[src/rtl/tlc_pkg.sv]
// Shared definitions for the traffic-light controller: lamp encodings,
// state codes and a small helper for sizing the dwell counter.
package tlc_pkg;

  // Lamp encodings driven on the hwy/cntry outputs.
  localparam logic [1:0] LAMP_RED    = 2'b00;
  localparam logic [1:0] LAMP_YELLOW = 2'b01;
  localparam logic [1:0] LAMP_GREEN  = 2'b10;

  // State codes; the numeric value is what appears on the phase output.
  typedef enum logic [2:0] {
    ST_HG  = 3'd0,
    ST_HY  = 3'd1,
    ST_AR1 = 3'd2,
    ST_CG  = 3'd3,
    ST_CY  = 3'd4,
    ST_AR2 = 3'd5
  } state_e;

  // Largest of the five timing parameters, used to size the dwell counter.
  function automatic int max5(input int a, input int b, input int c,
                              input int d, input int e);
    int m;
    m = a;
    if (b > m) m = b;
    if (c > m) m = c;
    if (d > m) m = d;
    if (e > m) m = e;
    return m;
  endfunction

endpackage

[src/rtl/tlc_dwell_timer.sv]
// Dwell counter: cleared on request, otherwise counts up once per cycle
// and sticks at all-ones so a long wait never wraps back to a small value.
module tlc_dwell_timer
  import tlc_pkg::*;
#(
  parameter int W = 4
) (
  input  logic         clk,
  input  logic         rst,
  input  logic         clr_i,
  output logic [W-1:0] cnt_o
);

  logic [W-1:0] cnt_q;
  logic [W-1:0] cnt_d;

  // Next count: clear wins, otherwise saturating increment.
  always_comb begin
    cnt_d = cnt_q;
    if (clr_i) begin
      cnt_d = '0;
    end else if (!(&cnt_q)) begin
      cnt_d = cnt_q + W'(1);
    end
  end

  // Counter register, forced to zero while reset is held.
  always_ff @(posedge clk or posedge rst) begin
    if (rst) begin
      cnt_q <= '0;
    end else begin
      cnt_q <= cnt_d;
    end
  end

  assign cnt_o = cnt_q;

endmodule

[src/rtl/tlc_param.sv]
// Highway / country-road traffic-light controller. Highway rests on green;
// a waiting country car requests a full yellow / all-red / green cycle.
// Lamps and phase are a pure decode of the state register.
module tlc_param
  import tlc_pkg::*;
#(
  parameter int YELLOW_CYC = 3,
  parameter int ALLRED_CYC = 2,
  parameter int MIN_HG_CYC = 4,
  parameter int MIN_CG_CYC = 2,
  parameter int MAX_CG_CYC = 6
) (
  input  logic       clk,
  input  logic       rst,
  input  logic       x,
  output logic [1:0] hwy,
  output logic [1:0] cntry,
  output logic [2:0] phase,
  output logic       timeout
);

  localparam int MAXP = max5(YELLOW_CYC, ALLRED_CYC, MIN_HG_CYC,
                             MIN_CG_CYC, MAX_CG_CYC);
  localparam int CW   = $clog2(MAXP) + 1;

  // Terminal counts expressed at counter width.
  localparam logic [CW-1:0] YEL_LAST = CW'(YELLOW_CYC - 1);
  localparam logic [CW-1:0] AR_LAST  = CW'(ALLRED_CYC - 1);
  localparam logic [CW-1:0] HG_MIN   = CW'(MIN_HG_CYC - 1);
  localparam logic [CW-1:0] CG_MIN   = CW'(MIN_CG_CYC - 1);
  localparam logic [CW-1:0] CG_MAX   = CW'(MAX_CG_CYC - 1);

  state_e        state_q;
  state_e        state_d;
  logic [CW-1:0] cnt;
  logic          clr;

  // State register; reset parks the controller on highway green.
  always_ff @(posedge clk or posedge rst) begin
    if (rst) begin
      state_q <= ST_HG;
    end else begin
      state_q <= state_d;
    end
  end

  // Next-state logic from the dwell count and the sensor.
  always_comb begin
    state_d = state_q;
    case (state_q)
      ST_HG:  if (cnt >= HG_MIN && x)                     state_d = ST_HY;
      ST_HY:  if (cnt == YEL_LAST)                        state_d = ST_AR1;
      ST_AR1: if (cnt == AR_LAST)                         state_d = ST_CG;
      ST_CG:  if ((cnt >= CG_MIN && !x) || cnt == CG_MAX) state_d = ST_CY;
      ST_CY:  if (cnt == YEL_LAST)                        state_d = ST_AR2;
      ST_AR2: if (cnt == AR_LAST)                         state_d = ST_HG;
      // Unused encodings recover to highway green; the state change
      // also clears the counter.
      default:                                            state_d = ST_HG;
    endcase
  end

  // Lamp decode from the state register only; unknown states show all red.
  always_comb begin
    hwy   = LAMP_RED;
    cntry = LAMP_RED;
    case (state_q)
      ST_HG:   hwy   = LAMP_GREEN;
      ST_HY:   hwy   = LAMP_YELLOW;
      ST_CG:   cntry = LAMP_GREEN;
      ST_CY:   cntry = LAMP_YELLOW;
      default: begin
        hwy   = LAMP_RED;
        cntry = LAMP_RED;
      end
    endcase
  end

  assign phase   = state_q;
  // Flags the cycle whose edge will cut country green short at its maximum.
  assign timeout = (state_q == ST_CG) && (cnt == CG_MAX) && x;
  // Every state change restarts the dwell count.
  assign clr     = (state_d != state_q);

  tlc_dwell_timer #(
    .W (CW)
  ) u_dwell (
    .clk   (clk),
    .rst   (rst),
    .clr_i (clr),
    .cnt_o (cnt)
  );

endmodule

[config.mk]
export PLATFORM = sky130hd
export DESIGN_NAME = tlc_param
export DESIGN_NICKNAME = d
export VERILOG_FILES = /design/src/rtl/tlc_pkg.sv /design/src/rtl/tlc_dwell_timer.sv /design/src/rtl/tlc_param.sv
export SDC_FILE = /design/constraint.sdc
export NUM_CORES = 1
export LEC_CHECK = 0
export CAP_MARGIN = 20
export CORE_AREA = 2 2 39 41
export CTS_CLUSTER_SIZE = 12
export DETAILED_ROUTE_END_ITERATION = 10
export DIE_AREA = 0 0 41 43
export PLACE_DENSITY = 0.8
export SYNTH_ARGS = -nofsm -noshare
export SYNTH_HDL_FRONTEND = slang
export SYNTH_HIERARCHICAL = 1
export SYNTH_SLANG_ARGS = --single-unit
[constraint.sdc]
create_clock -name clk -period 2.2 [get_ports clk]
set_input_delay 0.33 -clock clk [delete_from_list [all_inputs] [get_ports clk]]
set_output_delay 0.33 -clock clk [all_outputs]
set_load 0.05 [all_outputs]
# Word-level counts from Yosys, hierarchy flattened
# Cells that the tools add are included.
[totals] regBits=7 in_bits=3 output_inout_bits=8 wordCells=34
[op_classes] add_sub_neg=1 magnitude_cmp=2 n_eq_ne=10 mux=11 n_reduce_logical=8
[ops] op="$mux 3" n=6
[ops] op="$pmux 3 s6" n=1
[ops] op="$mux 4" n=2
[ops] op="$pmux 2 s2" n=2
[ops] op="$eq 3x2->1 const B" n=2
[ops] op="$eq 3x3->1 const B" n=2
[ops] op="$add 4x1->4 const B" n=1
[ops] op="$eq 4x1->1 const B" n=1
[ops] op="$eq 4x2->1 const B" n=1
[ops] op="$eq 4x3->1 const B" n=1
[ops] op="$ge 4x1->1 const B" n=1
[ops] op="$ge 4x2->1 const B" n=1
[ops] op="$logic_and 1x1->1" n=4
[ops] op="$reduce_and 4->1" n=1
[ops] op="$eq 3x1->1 const B" n=1
[ops] op="$logic_not 3->1" n=1
[ops] op="$ne 3x3->1" n=1
[ops] op="$ne 2x2->1 const B" n=1
[ops] op="$logic_not 1->1" n=1
[ops] op="$logic_or 1x1->1" n=1

# Longest topological paths before layout
[logic_depth] depth_word=7 depth_mapped=6 ltp_nobuf=6

# By module
# The synthesis kept the hierarchy.
[by_module_without_submodules] mod="tlc_param" instances=1 cells_per_inst=43 area_each_um2=372.9
[by_module_without_submodules] mod="tlc_dwell_timer" instances=1 cells_per_inst=20 area_each_um2=217.7

# Worst setup path before layout
# OpenSTA, ideal clock, no wires.
[synth_path] path_type="reg2out" from="register state_q[2] (netlist: phase[2])" to="output port timeout" arrival_ns=2.513 t_required_ns=1.870 setup_slack_ns=-0.643 path_stages_with_launch=4 n_path_buf=1 cell_sequence="dfrtp_1 -> buf_4 -> nand2b_1 -> nor4_1"
[synth_via] elab_chain_cells=3
[synth_rtl] element="start, declared" line_no="tlc_param.sv:33" text="state_e state_q;"
[synth_rtl] element="start signal, assigned" line_no="tlc_param.sv:43" text="state_q <= state_d;"
[synth_rtl] element="$eq 3x2->1" line_no="tlc_param.sv:81" text="assign timeout = (state_q == ST_CG) && (cnt == CG_MAX) && x;"
[synth_rtl] element="$logic_and 1x1->1 (2 in series)" line_no="tlc_param.sv:81"
[synth_rtl] element="end, declared" line_no="tlc_param.sv:19" text="output logic timeout"
# Every way passes these cells.

# Final worst setup path
[layout_path] from="register state_q[0] (netlist: phase[0])" to="output port cntry[0]"
[layout_via] elab_chain_cells=2
[layout_rtl] element="$eq 3x3->1 / $eq 3x2->1 (equally long branches)" line_no="tlc_param.sv:67" text="case (state_q)"
[layout_rtl] element="$pmux 2 s2 *" line_no="tlc_param.sv:67"
[layout_rtl] element="end, declared" line_no="tlc_param.sv:17" text="output logic [1:0] cntry,"
# Mark *: on every way between the ends. The rest lies on a longest branch, timed or not.

==> results.json <==
{
  "status": "finished, final reports clean",
  "setup_violations": 0,
  "clk_pin_slew_worst_paths_ns": 0.05,
  "place_area_sq_um": 744,
  "numCtsBuffers": 3,
  "p_per_area_mw_per_mm2": 1500,
  "ys_types": 38,
  "track_usage_pct": 17.0,
  "clock_skew_ns": 0.000490,
  "clock_latency_ns": 0.25,
  "rr_worst_depth": 6,
  "slew_viol_final": 0,
  "ys_seq_elements": 7,
  "coreArea_sq_mm": 0.00138,
  "yosys.area_share.simple_pct": 33.7,
  "synth_edf_count": 0,
  "min_period_over_period_pct": 95.8,
  "cts.repair.resized": 0,
  "utilization_pct": 55.7,
  "detail-route-antenna-nets": 0,
  "p_leak_nw": 0.344,
  "fin_nets": 85,
  "synth_top_family_by_area": "simple AND/OR/NAND/NOR gates",
  "worstReg2RegStart": "u_dwell/cnt_o[3]",
  "synthAdderAreaFrac_pct": 2.12,
  "rows": 14,
  "synth.mux.area_fraction_pct": 3.39,
  "worstPathRequired_ns": 1.87,
  "layout-drive-gt1-share_pct": 31.3,
  "worst_pin_slew_ns": 0.488,
  "wirelength_microns": 1280,
  "wl_per_cell_microns": 13.3,
  "die_x_microns": 41,
  "ctsHtreeMaxLevel": 1,
  "cts_tree": "done",
  "min-delay-path-class": "in -> async",
  "antenna_found_initial": 0,
  "first_pass_iters": 3,
  "overflow": 0,
  "grt_max_degree": 13,
  "synth-compound-area-share_pct": 22.9,
  "path_class": "reg -> out",
  "timing.slew.headroom_pct": 67.4,
  "min_period_ns": 2.11,
  "synth_area_sq_um": 591,
  "die_h_microns": 43,
  "r2r-end": "u_dwell/cnt_o[3]",
  "antenna_cells": 0,
  "fmaxAchievable_mhz": 474,
  "io_pins": 11,
  "drc": 0,
  "avgSynthCellArea_sq_um": 9.37,
  "cts_sinks": 7,
  "async_flop_share_pct": 100,
  "rsz0062_at_grt": "no",
  "grt_pass1_wl_microns": 2030,
  "design_area_sq_um": 771,
  "hold_buffers": 0,
  "port_buffers": 10,
  "ir_worst_vdd_mv": 0.826,
  "max-cap-violations": 0,
  "critPathMaxFanout": 12,
  "yosysWarnings": 6,
  "arrival_ns": 1.78,
  "viasPerCell": 5.46,
  "via_count": 524,
  "clock_path_buffers": 2,
  "post_cts_buffers": 0,
  "grt_pass1_vias": 478,
  "r2r_slack_ns": 0.34,
  "root_buffer": "clkbuf_4",
  "drtIter0Drc": 14,
  "ys.flop_type": "dfrtp_1",
  "netlist_instances": 63,
  "cp-start-kind": "flop",
  "synth_xor_area_share_pct": 0,
  "gp_congestion": 0.680,
  "initial_utilization_pct": 42.7,
  "ys_seq_area_share_pct": 29.7,
  "post-dp-hpwl_microns": 964,
  "syn_nets": 67,
  "hold_viol": 0,
  "endpoint_kind": "primary output",
  "area_growth_pct": 30.5,
  "die_area_sq_mm": 0.00176
}
## placed cells by master, fill, tap and decap left out, types with 3 or more instances in the layout
cell type,instances
clkbuf_4,3
nand2b_1,5
nor2_1,5
clkdlybuf4s50_1,6
buf_4,9
dfrtp_1,7
inv_1,5
## logic make-up after synthesis
family | count (synthesis)
AO/OA/AOI/OAI | 16
adder cells (fa/ha/maj) | 1
flip-flops | 7
AND/OR/NAND/NOR | 29
multiplexers | 2
buffers and inverters | 8
## critical path, stage by stage (launching register included)
cell             delay, ns
dfrtp_1               0.51
nor3b_2               0.21
clkdlybuf4s50_1       0.82
## through the flow
| step | setup slack, ns | setup TNS [ns] | instances | power [mW] | hold WS [ns] |
|---|---|---|---|---|---|
| CTS | 0.0668 | 0 | 96 | 1.17 | 0.267 |
| floorplan | -0.0768 | -0.0768 | 63 | 0.834 | 0.0836 |
| detailed placement | 0.212 | 0 | 92 | 1.04 | 0.540 |
| finish | 0.0918 | 0 | 96 | 1.16 | 0.275 |
| global route | 0.00426 | 0 | 96 | 1.24 | 0.306 |
| global placement | 0.256 | 0 | 92 | 1.02 | 0.541 |
## routing by layer
layer / GRT usage, % / share of wire (%)
met3: 7.85 / 3.6
met5: 0 / 0
met1: 20.5 / 44
met4: 4.00 / 0
met2: 26.6 / 52
## where the power goes
group          internal, mW  leakage [nW]  switching, mW
combinational         0.336         0.238          0.442
clock                0.0690        0.0150         0.0449
sequential            0.176        0.0912         0.0907
total                 0.581         0.344          0.577
## registers in the layout (all words and copies together) (netlist names)
name	count
u_dwell/cnt_o	4
phase	3
## how the worst max path moves through the flow
stage | cells past startpoint | slack, ns | to | start
floorplan | 3 | -0.08 | timeout | phase[2]
global placement | 7 | 0.26 | u_dwell/cnt_o[3] | x
detailed placement | 7 | 0.21 | u_dwell/cnt_o[3] | x
CTS | 2 | 0.07 | cntry[0] | phase[0]
global route | 2 | 0.004 | cntry[0] | phase[0]
finish | 2 | 0.09 | cntry[0] | phase[0]
## cell type report
class / instances / area [sq um]
timing repair buffer: 16 / 148
inverter: 5 / 18.8
sequential: 7 / 175
fill: 121 / 613
multi-input combinational: 48 / 383
clock buffer: 4 / 26.3
tap: 16 / 20.0
## synthesized netlist by cell type (2+ instances only)
| cell | n | area (sq um) |
|---|---|---|
| a31oi_1 | 2 | 12.5 |
| buf_6 | 2 | 22.5 |
| dfrtp_1 | 7 | 175 |
| inv_1 | 5 | 18.8 |
| mux2i_1 | 2 | 20.0 |
| nand2b_1 | 5 | 31.3 |
| nand3_1 | 2 | 10.0 |
| nor2_1 | 5 | 18.8 |
| nor3_1 | 2 | 10.0 |
| nor3b_1 | 2 | 15.0 |
| o31ai_1 | 2 | 15.0 |
No activity file was read; power rests on OpenSTA's default activity.
==> patch (same flow settings) <==
`MAX_CG_CYC`: 6 -> 3.
--- a/src/rtl/tlc_param.sv
+++ b/src/rtl/tlc_param.sv
@@ -8,7 +8,7 @@
   parameter int ALLRED_CYC = 2,
   parameter int MIN_HG_CYC = 4,
   parameter int MIN_CG_CYC = 2,
-  parameter int MAX_CG_CYC = 6
+  parameter int MAX_CG_CYC = 3
 ) (
   input  logic       clk,
   input  logic       rst,
Behaviour: no difference found for any inputs over 10 cycles, from zero or initial values and one cycle with rst high; that may be too few to reach the edited logic, so the function may still have changed.
==> patch against the unedited design <==
  * Register-to-register slack better by 0.28 ns
  * Hold slack improved by 0.012 ns
  * Core utilization decreased by 11 points
  * Sequential share of layout area is 1.4 points higher
  * Routed wire length down 25%
  * Setup slack better by 0.023 ns
  * Design area down 19%
  * Non-clock buffer count fell by 6
  * Synthesized area decreased by 22%
  * Critical path depth stayed put
  * Sequential cell count shrank 1
  * Largest cell class unchanged
Power is left out: the tool's default activity adds up to more than one toggle a clock period on the data nets, which glitch-free logic cannot reach.
==> patch: results (changes against the unedited design) <==
Status = finished, final reports clean (unchanged)
Vias in the first global route = 419 (was 478)
Post-CTS setup buffer count = 0 (unchanged)
Nets@finish = 73 (was 85)
Crit Path Max Fanout = 8 (was 12)
Skew final = 0.000208 ns (was 0.000490 ns)
WP data arrival = 1.75 ns (was 1.78 ns)
Synth unique cells = 28 (was 38)
1st-iter DRT viols = 9 (was 14)
Met3 Use GR = 4.19% (was 7.85%)
Pre-CTS setup slack = 0.369 ns (was 0.212 ns)
DRT Pass-1 Iters = 4 (was 3)
CTS Root Cell = clkbuf_4 (unchanged)
Gp weighted congestion = 0.899 (was 0.680)
Clock slew at reported path FFs = 0.04 ns
Most common flop cell mapped by yosys = dfrtp_1 (unchanged)
Most frequent cells after synthesis = nor2_1, dfrtp_1, a21oi_1 (was dfrtp_1, inv_1, nand2b_1, nor2_1)
Pin count of the biggest net entering global routing = 14 (was 13)
Total track usage = 15.1% (was 17.0%)
Detail Placement HPWL = 761 um (was 964 um)
CTS max path bufs = 2 (unchanged)
Register area share after synthesis = 32.4% (was 29.7%)
HP Class = in2async (unchanged)
H-tree Lvls = 1 (unchanged)
Vias = 430 (was 524)
Area after DPL = 601 um2 (was 744 um2)
Port bufs = 10 (unchanged)
Post-synth ARST share = 100% (unchanged)
Initial antenna violation count = 0 (unchanged)
CTS resizes = 0 (unchanged)
Layout cells sized above 1 = 18.2% (was 31.3%)
M1 GR Usage = 22.6% (was 20.5%)
Synth area leaders = dfrtp_1, nor2_1, a21oi_1 (was dfrtp_1, nand2b_1, buf_6)
Net count after synthesis = 62 (was 67)
First-pass GRT wire length = 1.77 mm (was 2.03 mm)
CTS Buf Count = 3 (unchanged)
Measured slew at the worst slew-check pin = 0.512 ns (was 0.488 ns)
Synth warn = 6 (unchanged)
Clock latency on the worst-skew pair = 0.23 ns (was 0.25 ns)
Antenna cell count = 0 (unchanged)
M2 GR Usage = 17.2% (was 26.6%)
Total Wirelength = 963 um (was 1.28 mm)
patch: cell type report:
type / instances / area (um2)
tap: 16 / 20.0
clock buffer: 3 / 22.5
sequential: 6 / 150
fill: 140 / 761
inverter: 5 / 18.8
multi-input combinational: 42 / 297
timing repair buffer: 10 / 115
patch: per-layer routing:
layer / wire length, um / part of all wire, %
met3: 44 / 4.6
met2: 448 / 47
met4: 0 / 0
met1: 470 / 49
met5: 0 / 0
patch: cell families (layout without fill, tap and decap cells):
logic type | after synthesis | after routing | share of synthesized area [%]
adders and majority gates | 2 | 2 | 5.40
buffers and inverters | 9 | 18 | 7.84
and+or+nand+nor | 22 | 22 | 26.5
DFF | 6 | 6 | 32.4
AOI/OAI and AO/OA | 15 | 15 | 21.6
muxes | 2 | 2 | 4.32
xor gates and xnor gates | 1 | 1 | 1.89
patch: through the flow:
stage	hold WS (ns)	cells	utilization, %
CTS	0.279	82	45.0
global placement	0.530	79	43.4
floorplan	0.0836	57	-
global route	0.305	82	45.0
detailed placement	0.538	79	43.4
finish	0.287	82	45.0
patch: path summary, 6_finish.rpt:
path                                                    from                            to  slack (ns)  cells past startpoint
worst min register to register            phase[2]$_DFF_PP0_            phase[1]$_DFF_PP0_        0.66                      1
min in group clk                          phase[2]$_DFF_PP0_            phase[1]$_DFF_PP0_        0.66                      1
worst max register to register  u_dwell/cnt_o[0]$_DFFE_PP0P_  u_dwell/cnt_o[0]$_DFFE_PP0P_        0.62                      5
worst max-delay path                      phase[0]$_DFF_PP0_                        hwy[1]        0.12                      2
worst min-delay path                                     rst            phase[2]$_DFF_PP0_        0.29                      2
max in group asynchronous                                rst  u_dwell/cnt_o[1]$_DFFE_PP0P_        1.79                      2
patch: critical path: stages (launching register included):
cell	delay [ns]
dfrtp_1	0.46
nor3_2	0.23
clkdlybuf4s50_1	0.83
